File: config.mk
export PLATFORM = sky130hd
export DESIGN_NAME = keypad_encoder
export DESIGN_NICKNAME = d
export VERILOG_FILES = /design/src/rtl/keypad_encoder.sv
export SDC_FILE = /design/constraint.sdc
export NUM_CORES = 1
export LEC_CHECK = 0
export BUFFER_PORTS_ARGS = -buffer_cell sky130_fd_sc_hd__buf_2
export CAP_MARGIN = 5
export CORE_MARGIN = 1
export CORE_UTILIZATION = 25
export DETAILED_ROUTE_END_ITERATION = 8
export GPL_TIMING_DRIVEN = 1
export SYNTH_ARGS = -nofsm -noshare
export SYNTH_HDL_FRONTEND = slang
export SYNTH_SLANG_ARGS = --single-unit
File: constraint.sdc
create_clock -name clk -period 3.06 [get_ports clk]
set_input_delay 0.306 -clock clk [delete_from_list [all_inputs] [get_ports clk]]
set_output_delay 0.306 -clock clk [all_outputs]
set_load 0.005 [all_outputs]
File: src/rtl/keypad_encoder.sv
// Keypad encoder: debounced key capture to a binary code with loadn strobe.
// Ports: clk, rst, enablen, keypad[NUM_KEYS] in; D, loadn, pgt_1hz, invalid_key out.
module keypad_encoder #(
  parameter int NUM_KEYS        = 10,
  parameter int CODE_W          = 4,
  parameter int DEBOUNCE_CYCLES = 4,
  parameter int TICK_DIV        = 100
) (
  input  logic                clk,
  input  logic                rst,
  input  logic                enablen,
  input  logic [NUM_KEYS-1:0] keypad,
  output logic [CODE_W-1:0]   D,
  output logic                loadn,
  output logic                pgt_1hz,
  output logic                invalid_key
);

  localparam int CNT_W =
    (DEBOUNCE_CYCLES > 1) ? $clog2(DEBOUNCE_CYCLES) : 1;
  localparam logic [CNT_W-1:0] CNT_LAST =
    CNT_W'(DEBOUNCE_CYCLES - 1);
  localparam int TICK_W = $clog2(TICK_DIV);
  localparam logic [TICK_W-1:0] TICK_LAST =
    TICK_W'(TICK_DIV - 1);

  typedef enum logic [1:0] {
    IDLE,
    DEBOUNCE,
    HELD,
    RELEASE
  } state_t;

  state_t              state_q, state_d;
  logic [CNT_W-1:0]    cnt_q, cnt_d;
  logic [NUM_KEYS-1:0] cap_q, cap_d;
  logic [CODE_W-1:0]   d_q, d_d;
  logic                loadn_q, loadn_d;
  logic                inv_q, inv_d;
  logic [NUM_KEYS-1:0] sync1_q, ks;
  logic [TICK_W-1:0]   tick_q;
  logic                pgt_q;
  logic                ks_any;
  logic                ks_onehot;

  function automatic logic [CODE_W-1:0] enc(
    input logic [NUM_KEYS-1:0] v
  );
    logic [CODE_W-1:0] r;
    r = '0;
    for (int i = 0; i < NUM_KEYS; i++)
      if (v[i]) r = CODE_W'(i);
    return r;
  endfunction

  always_ff @(posedge clk) begin
    if (rst) begin
      sync1_q <= '0;
      ks      <= '0;
    end else begin
      sync1_q <= keypad;
      ks      <= sync1_q;
    end
  end

  assign ks_any = |ks;
  // Clearing the lowest set bit leaves zero only for a single key.
  assign ks_onehot =
    ks_any && ((ks & (ks - NUM_KEYS'(1))) == '0);

  always_ff @(posedge clk) begin
    if (rst) begin
      state_q <= IDLE;
      cnt_q   <= '0;
      cap_q   <= '0;
      d_q     <= '0;
      loadn_q <= 1'b1;
      inv_q   <= 1'b0;
    end else begin
      state_q <= state_d;
      cnt_q   <= cnt_d;
      cap_q   <= cap_d;
      d_q     <= d_d;
      loadn_q <= loadn_d;
      inv_q   <= inv_d;
    end
  end

  always_comb begin
    state_d = state_q;
    cnt_d   = cnt_q;
    cap_d   = cap_q;
    d_d     = d_q;
    loadn_d = 1'b1;
    inv_d   = 1'b0;
    if (!enablen) begin
      state_d = IDLE;
      cnt_d   = '0;
    end else begin
      unique case (state_q)
        IDLE: begin
          if (ks_onehot) begin
            cap_d   = ks;
            cnt_d   = '0;
            state_d = DEBOUNCE;
          end else if (ks_any) begin
            inv_d   = 1'b1;
            state_d = HELD;
          end
        end
        DEBOUNCE: begin
          if (ks != cap_q) begin
            state_d = IDLE;
          end else if (cnt_q == CNT_LAST) begin
            d_d     = enc(cap_q);
            loadn_d = 1'b0;
            state_d = HELD;
          end else begin
            cnt_d = cnt_q + CNT_W'(1);
          end
        end
        HELD: begin
          if (!ks_any) begin
            cnt_d   = '0;
            state_d = RELEASE;
          end
        end
        RELEASE: begin
          if (ks_any) begin
            cnt_d = '0;
          end else if (cnt_q == CNT_LAST) begin
            state_d = IDLE;
          end else begin
            cnt_d = cnt_q + CNT_W'(1);
          end
        end
        default: begin
          state_d = IDLE;
          cnt_d   = '0;
        end
      endcase
    end
  end

  // The tick register fires on the edge the counter wraps, so the
  // first pulse follows the TICK_DIV-th edge sampled in timing mode.
  always_ff @(posedge clk) begin
    if (rst || enablen) begin
      tick_q <= '0;
      pgt_q  <= 1'b0;
    end else begin
      if (tick_q == TICK_LAST)
        tick_q <= '0;
      else
        tick_q <= tick_q + TICK_W'(1);
      pgt_q <= (tick_q == TICK_LAST);
    end
  end

  assign D           = d_q;
  assign loadn       = loadn_q;
  assign invalid_key = inv_q;
  assign pgt_1hz     = pgt_q;

endmodule

# == After elaboration in Yosys (flattened, before gate mapping) ==
# Cells that the tools add are included.
# totals
ff_bits,48
input_bits,13
out_inout_bits,7
word_cells,69
# op_classes
add_sub_neg,3
n_eq_ne,13
n_mux,25
bitwise,5
n_reduce_logical,13
# ops
cell,n
$mux W4,8
$mux W2,12
$pmux W2 S4,2
$and A10 B10 Y10,1
$logic_not A10 Y1,1
$ne A10 B10 Y1,1
$ne A2 B2 Y1 const B,5
$reduce_or A10 Y1,1
$sub A10 B1 Y10 const B,1
$reduce_or A4 Y1,2
$add A7 B1 Y7 const B,1
$eq A7 B7 Y1 const B,1
$eq A2 B2 Y1 const B,3
$ne A3 B3 Y1 const B,2
$reduce_and A3 Y1,2
$reduce_and A5 Y1,1
$not A1 Y1,4
$reduce_and A4 Y1,1
$reduce_or A2 Y1,2
$mux W1,3
$add A2 B1 Y2 const B,1
$eq A2 B1 Y1 const B,1
$logic_not A2 Y1,1
$logic_and A1 B1 Y1,1
$logic_or A1 B1 Y1,1

# == Logic depth before layout (Yosys ltp) ==
# Gate-level depths: netlist (run 1).
# depth
ltp_word,9
depth_mapped,7

# == Worst setup path before layout (run 1) ==
# OpenSTA, ideal clock, no wires.
# synth_timing
path_type,register -> register
start,register ks[5]
end,register state_q[0]
setup_time_ps,120
arrival_ps,1788
path_slack_ps,1153
path_stages_with_launch,6
n_path_buf,0
synth_period_minus_slack_ps,1907
path_cell_list,dfxtp_1 -> nor3_2 -> mux2_2 -> a211oi_1 -> nor3_1 -> o31a_1
# synth_via
elab_chain_cells,6
# synth_lines
item,line,text
start: declaration,40,"logic [NUM_KEYS-1:0] sync1_q, ks;"
start signal: assignment,62,ks <= sync1_q;
$sub A10 B1 Y10,69,ks_any && ((ks & (ks - NUM_KEYS'(1))) == '0);
$and A10 B10 Y10,69,
$logic_not A10 Y1,69,
$logic_and A1 B1 Y1,69,
$ne A3 B3 Y1 (no source line) or $mux W2 (tied branches),--,
$reduce_and A5 Y1 (no source line) or $pmux W2 S4 (tied branches),--,
end signal: assignment,80,state_q <= state_d;
end: declaration,34,"state_t state_q, state_d;"
# Several ways; a longest one is shown, not always the timed one.
# A chain may end at the register's enable or synchronous reset.

# == Worst setup path in the final report (run 1) ==
# layout_timing
start,register ks[0]
end,register cap_q[1]
# layout_via
elab_chain_cells,5
# layout_lines
item,line,text
$sub A10 B1 Y10,69,
$and A10 B10 Y10,69,
$logic_not A10 Y1,69,
$logic_and A1 B1 Y1 (*),69,
$reduce_and A3 Y1 (no source line) (*),--,
end signal: assignment,82,cap_q <= cap_d;
end: declaration,36,"logic [NUM_KEYS-1:0] cap_q, cap_d;"
# Every way passes the cells marked *; elsewhere a longest branch is shown, timed or not.

==> results of run 1 <==
cell usage after synthesis, drive strengths merged (3+ instances only):
library cell  count  area share, %
dfxtp            48             46
nand2            27            4.9
nor2b            21            6.3
nor2             17            3.1
xnor2            13            5.5
mux2i            12            5.8
nand3            12            2.9
clkbuf            9            1.7
nor3              8            2.2
inv               5           0.90
o21ai             5            1.2
a211oi            4            1.4
a21oi             4           0.96
nor4              4            1.8
and3              3           0.90
nand4             3           0.90
xor2              3            1.3
flip-flops by register name, indices dropped and copies added (netlist names):
| register | count |
|---|---|
| cap_q | 10 |
| ks | 10 |
| sync1_q | 10 |
| tick_q | 7 |
| D | 4 |
| cnt_q | 2 |
| state_q | 2 |
| invalid_key | 1 |
| loadn | 1 |
| pgt_1hz | 1 |
stage by stage:
step	utilization, %	setup slack (ns)	std cells
final	30.0	0.927	344
after CTS	30.0	0.936	344
after floorplan	-	1.15	226
after global placement	28.5	1.03	336
after detailed placement	28.5	0.978	336
after global routing	30.0	0.725	344
logic make-up after synthesis:
family | count (synthesis) | share of synthesized area, %
AO/OA/AOI/OAI | 28 | 10.1
XOR/XNOR | 16 | 6.73
adder cells (fa/ha/maj) | 1 | 0.601
buffers and inverters | 17 | 3.97
flip-flops | 48 | 46.2
multiplexers | 13 | 6.31
AND/OR/NAND/NOR | 103 | 26.1
power by group:
| part | switching, uW | internal (uW) |
|---|---|---|
| Sequential | 27.2 | 647 |
| Combinational | 73.8 | 61.2 |
| Clock | 220 | 246 |
| Total | 321 | 954 |
worst register-to-register path, cell delays in order (launching register included):
cell and delay (ns):
sky130_fd_sc_hd__dfxtp_1 0.38, sky130_fd_sc_hd__nor4_2 0.55, sky130_fd_sc_hd__nand3_1 0.13, sky130_fd_sc_hd__a22o_1 0.30, sky130_fd_sc_hd__nor4b_2 0.23, sky130_fd_sc_hd__buf_4 0.26
sky130_fd_sc_hd__mux2i_1 0.21
worst paths after layout:
path	from	end	slack [ns]	depth (start not counted)
setup / recovery	ks[0]	cap_q[1]	0.93	6
hold / removal	keypad[9]	sync1_q[9]	0.20	2
setup reg to reg	ks[0]	cap_q[1]	0.93	6
hold reg to reg	sync1_q[1]	ks[1]	0.44	1
routing by layer:
metal | wire [um] | global-route usage [%]
met5 | 0 | 0
met4 | 114 | 5.51
met3 | 113 | 2.36
met2 | 1790 | 16.8
met1 | 1850 | 11.7
final cells by class:
cell class / instances / area (um2) / share of cell area [%]
clock buffers: 5 / 68.8 / 2.91
clock inverters: 3 / 46.3 / 1.96
inverters: 5 / 18.8 / 0.794
multi-input cells: 161 / 1040 / 43.9
flip-flops and latches: 48 / 961 / 40.7
well taps: 102 / 128 / 5.40
repair buffers: 20 / 103 / 4.34
cells in the final DEF, fill, tap and decap left out, types with 2 or more instances in the layout:
cell type / count
sky130_fd_sc_hd__nor2_1: 17
sky130_fd_sc_hd__a311oi_1: 2
sky130_fd_sc_hd__clkbuf_8: 5
sky130_fd_sc_hd__a21oi_1: 4
sky130_fd_sc_hd__and3_1: 3
sky130_fd_sc_hd__nand2_1: 27
sky130_fd_sc_hd__nor4_1: 2
sky130_fd_sc_hd__buf_2: 19
sky130_fd_sc_hd__dfxtp_1: 48
sky130_fd_sc_hd__nand3_1: 12
sky130_fd_sc_hd__o21ai_0: 5
sky130_fd_sc_hd__a211oi_1: 4
sky130_fd_sc_hd__nand4_1: 3
sky130_fd_sc_hd__nor4_2: 2
sky130_fd_sc_hd__nor2b_1: 21
sky130_fd_sc_hd__xnor2_1: 13
sky130_fd_sc_hd__xor2_1: 3
sky130_fd_sc_hd__nor3_1: 7
sky130_fd_sc_hd__inv_1: 5
sky130_fd_sc_hd__mux2i_1: 12
==> impl_metrics.tcl, run 1 <==
set metrics [dict create \
    die_w_um 93.3 \
    total_power_uw 1280 \
    start_util_pct 26.4 \
    drv_cap 0 \
    final.hold.worst_slack_ns 0.204 \
    synth_cell_types 46 \
    final_area_um2 2360 \
    syn_to_final_growth_pct 13.5 \
    setup.worst_path.class "flip-flop to flip-flop" \
    timing.setup.tns_ns 0 \
    hold_viol 0 \
    io_pins 20 \
    detail_route.wl_per_cell_um 11.2 \
    die-area_um2 8700 \
    grt_setup_unrepaired "false" \
    proportion_of_layout_cells_with_a_drive_suffix_above_1_pct 14.5 \
    maxClockFrequency_mhz 469 \
    place.gp.congestion 0.843 \
    irDropWorstVdd_uv 340 \
    hold_buffers 0 \
    grt-ovfl-total 0 \
    timing.critical_path.slowest_stage_cell "sky130_fd_sc_hd__nor4_2" \
    asyncSetResetFlopFracSynth_pct 0 \
    power_per_cell_area_nw_per_um2 540 \
    synth.yosys.seq_area_share_pct 46.2 \
    final_max_slew_viol_count 0 \
    crit_arrival_ns 2.36 \
    htree_num_levels 2 \
    endpoint_kind "flip-flop" \
    delay_of_the_slowest_cell_on_the_worst_path_ns 0.55 \
    start_kind "flip-flop" \
    synth_edf_count 0 \
    antenna_found_initial 0 \
    clock_tree.root_cell "sky130_fd_sc_hd__clkbuf_8" \
    cp.required_ns 3.29 \
    path_cells "nor4_2 -> nand3_1 -> a22o_1 -> nor4b_2 -> buf_4 -> mux2i_1" \
    maxSlewHeadroom_pct 57.0 \
    dpl_cell_area_um2 2250 \
    clock_sinks 48 \
    post-cts-setup-buffer-count 0 \
    max_slew.worst_pin.slew_ns 0.645 \
    first_pass_iters 4 \
    final_clock_skew_ns 0.0158 \
    hp-class "input pin to flip-flop" \
    antenna_cells_inserted 0 \
    synth.ff_latch_count 48 \
    drc_errors 0 \
    final.fill_count 824 \
    first_pass_grt_wire_length_mm 6.70 \
    cts.path.max_buffers 2 \
    pin_count_of_the_biggest_net_entering_global_routing 29 \
    wl_mm 3.87 \
    first_global_vias 1462 \
    timing.critical_path.max_delay_family "simple AND/OR/NAND/NOR gates" \
    buffer_ports.inserted 19 \
    clkSlewWorstSetupHoldPaths_ns 0.09 \
    fin_nets 255 \
    placementRows 32 \
    chipHeight_um 93.3 \
    worst-path-buf-inv 1 \
    cts_inserted_buffers 5 \
    power.leakage_uw 0.000838 \
    avgViaCountPerCell 4.47 \
    finalCritPeriodShare_pct 69.7 \
    coreArea_um2 7890 \
    via_count 1536 \
    post_cts_resize_count 0 \
    syn_area_per_cell_um2 9.21 \
    worst-path-max-fanout 10 \
    grt_util_all_layers_pct 10.0 \
    syn_std_cell_area_um2 2080 \
    tritoncts_clock_tree "built" \
    syn_inst 226 \
    worst_skew_pair.late_latency_ns 0.31 \
    synth.yosys.warnings 0 \
    status "complete, no violations" \
    synthesis.nets 240 \
    post_route_antenna_net_violation_count 0 \
    post-dp-hpwl_mm 2.81 \
    layout_min_cycle_time_ns 2.13 \
    synth_flop_cell "sky130_fd_sc_hd__dfxtp_1" \
    report.final.setup_viol 0 \
    drtIter0Drc 87 \
]
No activity file was read; power rests on OpenSTA's default activity.
==> run 2: changes to the inputs <==
--- a/config.mk
+++ b/config.mk
@@ -5,6 +5,7 @@
 export SDC_FILE = /design/constraint.sdc
 export NUM_CORES = 1
 export LEC_CHECK = 0
+export ABC_AREA = 1
 export BUFFER_PORTS_ARGS = -buffer_cell sky130_fd_sc_hd__buf_2
 export CAP_MARGIN = 5
 export CORE_MARGIN = 1
==> constraint.sdc (replaced) <==
create_clock -name clk -period 1.8 [get_ports clk]
set_input_delay 0.18 -clock clk [delete_from_list [all_inputs] [get_ports clk]]
set_output_delay 0.18 -clock clk [all_outputs]
set_load 0.005 [all_outputs]
==> run 2 against run 1 <==
  * Global-route usage up 0.50 points
  * Clock skew is 0.0050 ns lower
  * Flip-flop and latch count did not move
  * Critical path type unchanged
==> impl_metrics.tcl, run 2 <==
set metrics [dict create \
    status "complete, no violations" \
    report.final.setup_viol 0 \
    post_route_antenna_net_violation_count 0 \
    delay_of_the_slowest_cell_on_the_worst_path_ns 0.37 \
    timing.reg2reg.setup_slack_ns 0.15 \
    synth.area.top_cells "sky130_fd_sc_hd__dfxtp_1 44%, sky130_fd_sc_hd__nand2_1 14%, sky130_fd_sc_hd__nor2_1 11%, sky130_fd_sc_hd__inv_1 10%, sky130_fd_sc_hd__a21oi_1 5.8%" \
    cts.path.max_buffers 2 \
    die-area_um2 9010 \
    irDropWorstVdd_uv 519 \
    cts_inserted_buffers 5 \
    buffer_ports.inserted 19 \
    fin_nets 363 \
    post-dp-hpwl_mm 3.12 \
    first_pass_grt_wire_length_mm 7.40 \
    io_pins 20 \
    most-common-layout-cells "79 x sky130_fd_sc_hd__nand2_1, 62 x sky130_fd_sc_hd__nor2_1, 60 x sky130_fd_sc_hd__inv_1, 48 x sky130_fd_sc_hd__dfxtp_1, 24 x sky130_fd_sc_hd__a21oi_1" \
    synth.most_common_cell "sky130_fd_sc_hd__nand2_1" \
    tritoncts_clock_tree "built" \
    wl_met3_um 74 \
    antenna_cells_inserted 0 \
    max_slew.worst_pin.slew_ns 0.458 \
    synthesis.nets 340 \
    wl_met1_mm 2.11 \
    drtIter0Drc 123 \
    final_clock_skew_ns 0.0109 \
    highest_metal_layer_with_signal_wires "met4" \
    first_pass_iters 4 \
    setup_ws_ns 0.147 \
    final_max_slew_viol_count 0 \
    cp.required_ns 2.04 \
    synth.yosys.seq_area_share_pct 44.5 \
    hold_viol 0 \
    worst-path-buf-inv 0 \
    worst_skew_pair.late_latency_ns 0.30 \
    crit_arrival_ns 1.89 \
    synth_top_area_share_pct 44.5 \
    syn_std_cell_area_um2 2160 \
    synth_flop_cell "sky130_fd_sc_hd__dfxtp_1" \
    synth_cell_types 26 \
    path_cells "nor2_4 -> nand2_2 -> nor2_2 -> nand2_1 -> a21oi_2 -> nand4_2 -> nand2_1 -> nand2_1 -> a21oi_1" \
    power.leakage_uw 0.00124 \
    drc_errors 0 \
    grt_setup_unrepaired "false" \
    via_count 1919 \
    clock_sinks 48 \
    pre_cts_slack_ns -0.0668 \
    hp-class "input pin to flip-flop" \
    maxClockFrequency_mhz 605 \
    syn_to_final_growth_pct 16.5 \
    synth_edf_count 0 \
    syn_area_per_cell_um2 6.62 \
    placementRows 33 \
    synth.yosys.warnings 0 \
    layout_top_registers "cap_q: 10 flops, ks: 10 flops, sync1_q: 10 flops" \
    proportion_of_layout_cells_with_a_drive_suffix_above_1_pct 11.7 \
    pin_count_of_the_biggest_net_entering_global_routing 26 \
    synth.ff_latch_count 48 \
    timing.critical_path.max_delay_family "simple AND/OR/NAND/NOR gates" \
    worst-path-max-fanout 5 \
    avgViaCountPerCell 4.22 \
    start_util_pct 26.0 \
    critical-path-top-cell-by-count "sky130_fd_sc_hd__nand2_1" \
    clkSlewWorstSetupHoldPaths_ns 0.09 \
    clock_tree.root_cell "sky130_fd_sc_hd__clkbuf_8" \
    htree_num_levels 2 \
    power_per_cell_area_nw_per_um2 946 \
    layout_min_cycle_time_ns 1.65 \
    final.fill_count 894 \
    met2RoutedLength_mm 1.97 \
    finalCritPeriodShare_pct 91.8 \
    final.hold.worst_slack_ns 0.0484 \
    wl_mm 4.25 \
    grt-ovfl-total 0 \
    asyncSetResetFlopFracSynth_pct 0 \
    die_w_um 94.9 \
    first_global_vias 1792 \
    place.gp.congestion 0.854 \
    coreArea_um2 8300 \
    chipHeight_um 94.9 \
    grt_util_all_layers_pct 10.5 \
    maxSlewHeadroom_pct 69.5 \
    detail_route.wl_per_cell_um 9.34 \
    syn_inst 326 \
    synth_largest_area_cell "sky130_fd_sc_hd__dfxtp_1" \
    drv_cap 0 \
    antenna_found_initial 0 \
    setup.worst_path.class "flip-flop to flip-flop" \
    most_frequent_standard_cell_in_the_layout_excluding_fill_and_tap_cells "sky130_fd_sc_hd__nand2_1" \
    start_kind "flip-flop" \
    endpoint_kind "flip-flop" \
    timing.critical_path.slowest_stage_cell "sky130_fd_sc_hd__dfxtp_1" \
    netlist_top_cells_count "79 x sky130_fd_sc_hd__nand2_1, 63 x sky130_fd_sc_hd__nor2_1, 60 x sky130_fd_sc_hd__inv_1, 48 x sky130_fd_sc_hd__dfxtp_1, 25 x sky130_fd_sc_hd__a21oi_1" \
]
-- run 2: cell types whose count changed after synthesis, moves of 5 or more --
cell,before,now
sky130_fd_sc_hd__mux2i_1,12,0
sky130_fd_sc_hd__clkbuf_1,8,3
sky130_fd_sc_hd__nor2_1,17,63
sky130_fd_sc_hd__inv_1,5,60
sky130_fd_sc_hd__a21oi_1,4,25
sky130_fd_sc_hd__nor2b_1,21,0
sky130_fd_sc_hd__nand2_1,27,79
sky130_fd_sc_hd__xnor2_1,13,1
-- run 2: metrics by stage --
stage               instance area (um2)  instances  power (uW)  utilization [%]  TNS (ns)
floorplan                          2160        326        1530                -         0
global placement                   2360        446        1610             28.5    -0.332
detailed placement                 2360        446        1620             28.5    -0.467
CTS                                2480        454        2390             29.9         0
global route                       2520        455        2530             30.3         0
finish                             2520        455        2380             30.3         0
-- run 2: where the power goes --
group          switching [uW]  internal (uW)
Sequential               45.0           1120
Clock                     348            413
Combinational             290            160
Total                     682           1700
-- run 2: metal layers --
layer  track usage, %  up-vias
met5                0        -
met4             6.06        0
met3             1.85        8
met2             18.1       20
met1             12.1      852
li1                 -     1039
-- run 2: area by class of cell --
cell class / count / area, um2 / share of cell area, %
clock inverter: 2 / 35.0 / 1.39
tap: 105 / 131 / 5.22
timing repair buffer: 20 / 103 / 4.08
inverter: 61 / 231 / 9.20
multi-input combinational: 213 / 982 / 39.0
clock buffer: 6 / 72.6 / 2.88
sequential: 48 / 961 / 38.2
-- run 2: timing repair --
| action | in CTS | in global routing |
|---|---|---|
| cloned | 0 | 1 |
| buffers inserted | 0 | 0 |
| hold endpoints to repair | 0 | 0 |
| hold buffers | 0 | 0 |
| resized for setup | 2 | 5 |
| endpoints found under the setup margin | 10 | 15 |
-- run 2: kinds of logic after synthesis --
kind of cell,count (synthesis),share of synthesized area [%]
and+or+nand+nor,173,33.3
adders and majority gates,1,0.579
AOI/OAI and AO/OA,37,9.21
DFF,48,44.5
buffers and inverters,66,12.0
xor gates and xnor gates,1,0.406
-- run 2: path summary, 6_finish.rpt --
path	depth (start not counted)	start	to
worst max-delay path	9	ks[0]	cap_q[2]
worst min-delay path	2	enablen	pgt_1hz
worst max register to register	9	ks[0]	cap_q[2]
worst min register to register	2	sync1_q[9]	ks[9]
==> run 3: changes to the inputs <==
--- a/config.mk
+++ b/config.mk
@@ -12,6 +12,8 @@
 export CORE_UTILIZATION = 25
 export DETAILED_ROUTE_END_ITERATION = 8
 export GPL_TIMING_DRIVEN = 1
+export MAX_ROUTING_LAYER = met4
+export PLACE_DENSITY = 0.51
 export SYNTH_ARGS = -nofsm -noshare
 export SYNTH_HDL_FRONTEND = slang
 export SYNTH_SLANG_ARGS = --single-unit
==> run 3 against run 2 <==
  * Worst hold slack worse by 0.0078 ns
  * Cell count up 0.44%
  * Register-to-register slack better by 0.03 ns
  * Setup slack better by 0.032 ns
  * Utilization down 0.17 points
  * Critical path depth up 2
  * Clock power down 14%
  * Sequential power about the same
  * Non-clock buffer count up 3
  * Largest power group unchanged
  * Largest cell class is now registers
  * Via count down 0.68%
  * Total power down 4.2%
  * Sequential share of layout area up 0.36 points
==> impl_metrics.tcl, run 3 (synthesis results as in run 2) <==
set metrics [dict create \
    status "complete, no violations" \
    final_max_slew_viol_count 0 \
    place.gp.congestion 0.869 \
    coreArea_um2 8300 \
    chipHeight_um 94.9 \
    cts.path.max_buffers 2 \
    grt-ovfl-total 0 \
    clkSlewWorstSetupHoldPaths_ns 0.10 \
    power_switching_share_pct 31.2 \
    syn_to_final_growth_pct 15.9 \
    pre_cts_slack_ns 0.127 \
    grt_setup_unrepaired "false" \
    layout_min_cycle_time_ns 1.62 \
    htree_num_levels 2 \
    total_power_uw 2280 \
    fin_nets 365 \
    drc_errors 0 \
    hold_viol 0 \
    maxSlewHeadroom_pct 81.0 \
    hp-class "input pin to flip-flop" \
    detail_route.wl_per_cell_um 9.86 \
    hold_buffers 0 \
    drtIter0Drc 71 \
    first_pass_iters 5 \
    power_per_cell_area_nw_per_um2 911 \
    start_kind "flip-flop" \
    report.final.setup_viol 0 \
    post_route_antenna_net_violation_count 0 \
    start_util_pct 26.0 \
    layout_top_registers "cap_q: 10 flops, ks: 10 flops, sync1_q: 10 flops" \
    antenna_cells_inserted 0 \
    post-dp-hpwl_mm 3.40 \
    grt_util_all_layers_pct 11.5 \
    maxClockFrequency_mhz 617 \
    first_pass_grt_wire_length_mm 7.81 \
    setup.worst_path.class "flip-flop to flip-flop" \
    p_switching_uw 712 \
    finish.utilization_pct 30.2 \
    pwr-share-comb_pct 19.8 \
    pin_count_of_the_biggest_net_entering_global_routing 23 \
    final.hold.worst_slack_ns 0.0406 \
    antenna_found_initial 0 \
    buffer_ports.inserted 19 \
    max_slew.worst_pin.slew_ns 0.285 \
    wl_mm 4.51 \
    avgViaCountPerCell 4.17 \
    clock_power_share_pct 28.7 \
    via_count 1906 \
    post-cts-setup-buffer-count 0 \
    clock_sinks 48 \
    timing.setup.tns_ns 0 \
    worst_skew_pair.late_latency_ns 0.30 \
    final_clock_skew_ns 0.00769 \
    worst-path-max-fanout 6 \
    proportion_of_layout_cells_with_a_drive_suffix_above_1_pct 13.9 \
    cp.required_ns 2.04 \
    io_pins 20 \
    power_report.internal_total_uw 1570 \
    die_w_um 94.9 \
    drv_cap 0 \
    tritoncts_clock_tree "built" \
    share_seq_of_total_power_pct 51.4 \
    most-common-layout-cells "79 x sky130_fd_sc_hd__nand2_1, 60 x sky130_fd_sc_hd__nor2_1, 60 x sky130_fd_sc_hd__inv_1, 45 x sky130_fd_sc_hd__dfxtp_1, 24 x sky130_fd_sc_hd__a21oi_1" \
    crit_arrival_ns 1.86 \
    first_global_vias 1768 \
    placementRows 33 \
    power.leakage_uw 0.00125 \
    irDropWorstVdd_uv 365 \
    most_frequent_standard_cell_in_the_layout_excluding_fill_and_tap_cells "sky130_fd_sc_hd__nand2_1" \
    clock_tree.root_cell "sky130_fd_sc_hd__clkbuf_8" \
    endpoint_kind "flip-flop" \
    post_cts_resize_count 0 \
    setup_ws_ns 0.179 \
    cts_inserted_buffers 5 \
    die-area_um2 9010 \
    finalCritPeriodShare_pct 90.0 \
]
run 3: cell types whose count changed in the layout (fill, tap and decap cells not counted), sizes merged:
| cell | change |
|---|---|
| buf | +3 |
| bufinv | -1 |
| clkbuf | -1 |
| clkinv | +1 |
| inv | +1 |
| nand4 | -1 |
run 3: layer usage:
metal | GRT usage [%] | routed length, um | up-vias
met3 | 2.90 | 147 | 5
met5 | - | 0 | -
met1 | 14.2 | 2250 | 837
met2 | 18.0 | 2060 | 33
li1 | - | - | 1031
met4 | 4.17 | 53 | 0
run 3: worst max-delay path, cell delays in order, from the launching register on:
cell,delay [ns]
sky130_fd_sc_hd__dfxtp_1,0.45
sky130_fd_sc_hd__nor2_4,0.07
sky130_fd_sc_hd__nand2_2,0.09
sky130_fd_sc_hd__nor2_2,0.05
sky130_fd_sc_hd__nand3_2,0.09
sky130_fd_sc_hd__inv_1,0.09
sky130_fd_sc_hd__nor2_1,0.16
sky130_fd_sc_hd__nand4_2,0.16
sky130_fd_sc_hd__buf_4,0.20
sky130_fd_sc_hd__nand2_1,0.06
sky130_fd_sc_hd__nand2_1,0.04
sky130_fd_sc_hd__a21oi_1,0.11
run 3: power by group through the flow:
stage / clock network (uW) / logic [uW] / registers (uW)
6_report: 655 / 452 / 1170
5_1_grt: 722 / 525 / 1180
4_1_cts: 686 / 447 / 1170
3_5_place_dp: 0 / 446 / 1190
3_3_place_gp: 0 / 443 / 1190
2_1_floorplan: 0 / 342 / 1180
run 3: final timing paths:
path | slack (ns) | from | end | depth (start not counted)
max | 0.18 | ks[1] | cap_q[4] | 11
min | 0.04 | enablen | pgt_1hz | 2
max reg2reg | 0.18 | ks[1] | cap_q[4] | 11
min reg2reg | 0.40 | sync1_q[6] | ks[6] | 2
run 3: area by class of cell:
type,count,area (um2)
Tap cell,105,131
Multi-Input combinational cell,212,961
Timing Repair Buffer,23,125
Sequential cell,48,965
Clock inverter,3,22.5
Fill cell,899,5800
Inverter,61,229
Clock buffer,5,68.8
run 3: metrics by stage:
stage,std cells,area [um2]
after global placement,449,2390
after detailed placement,449,2390
after floorplan,326,2160
after global routing,457,2500
final,457,2500
after CTS,457,2480
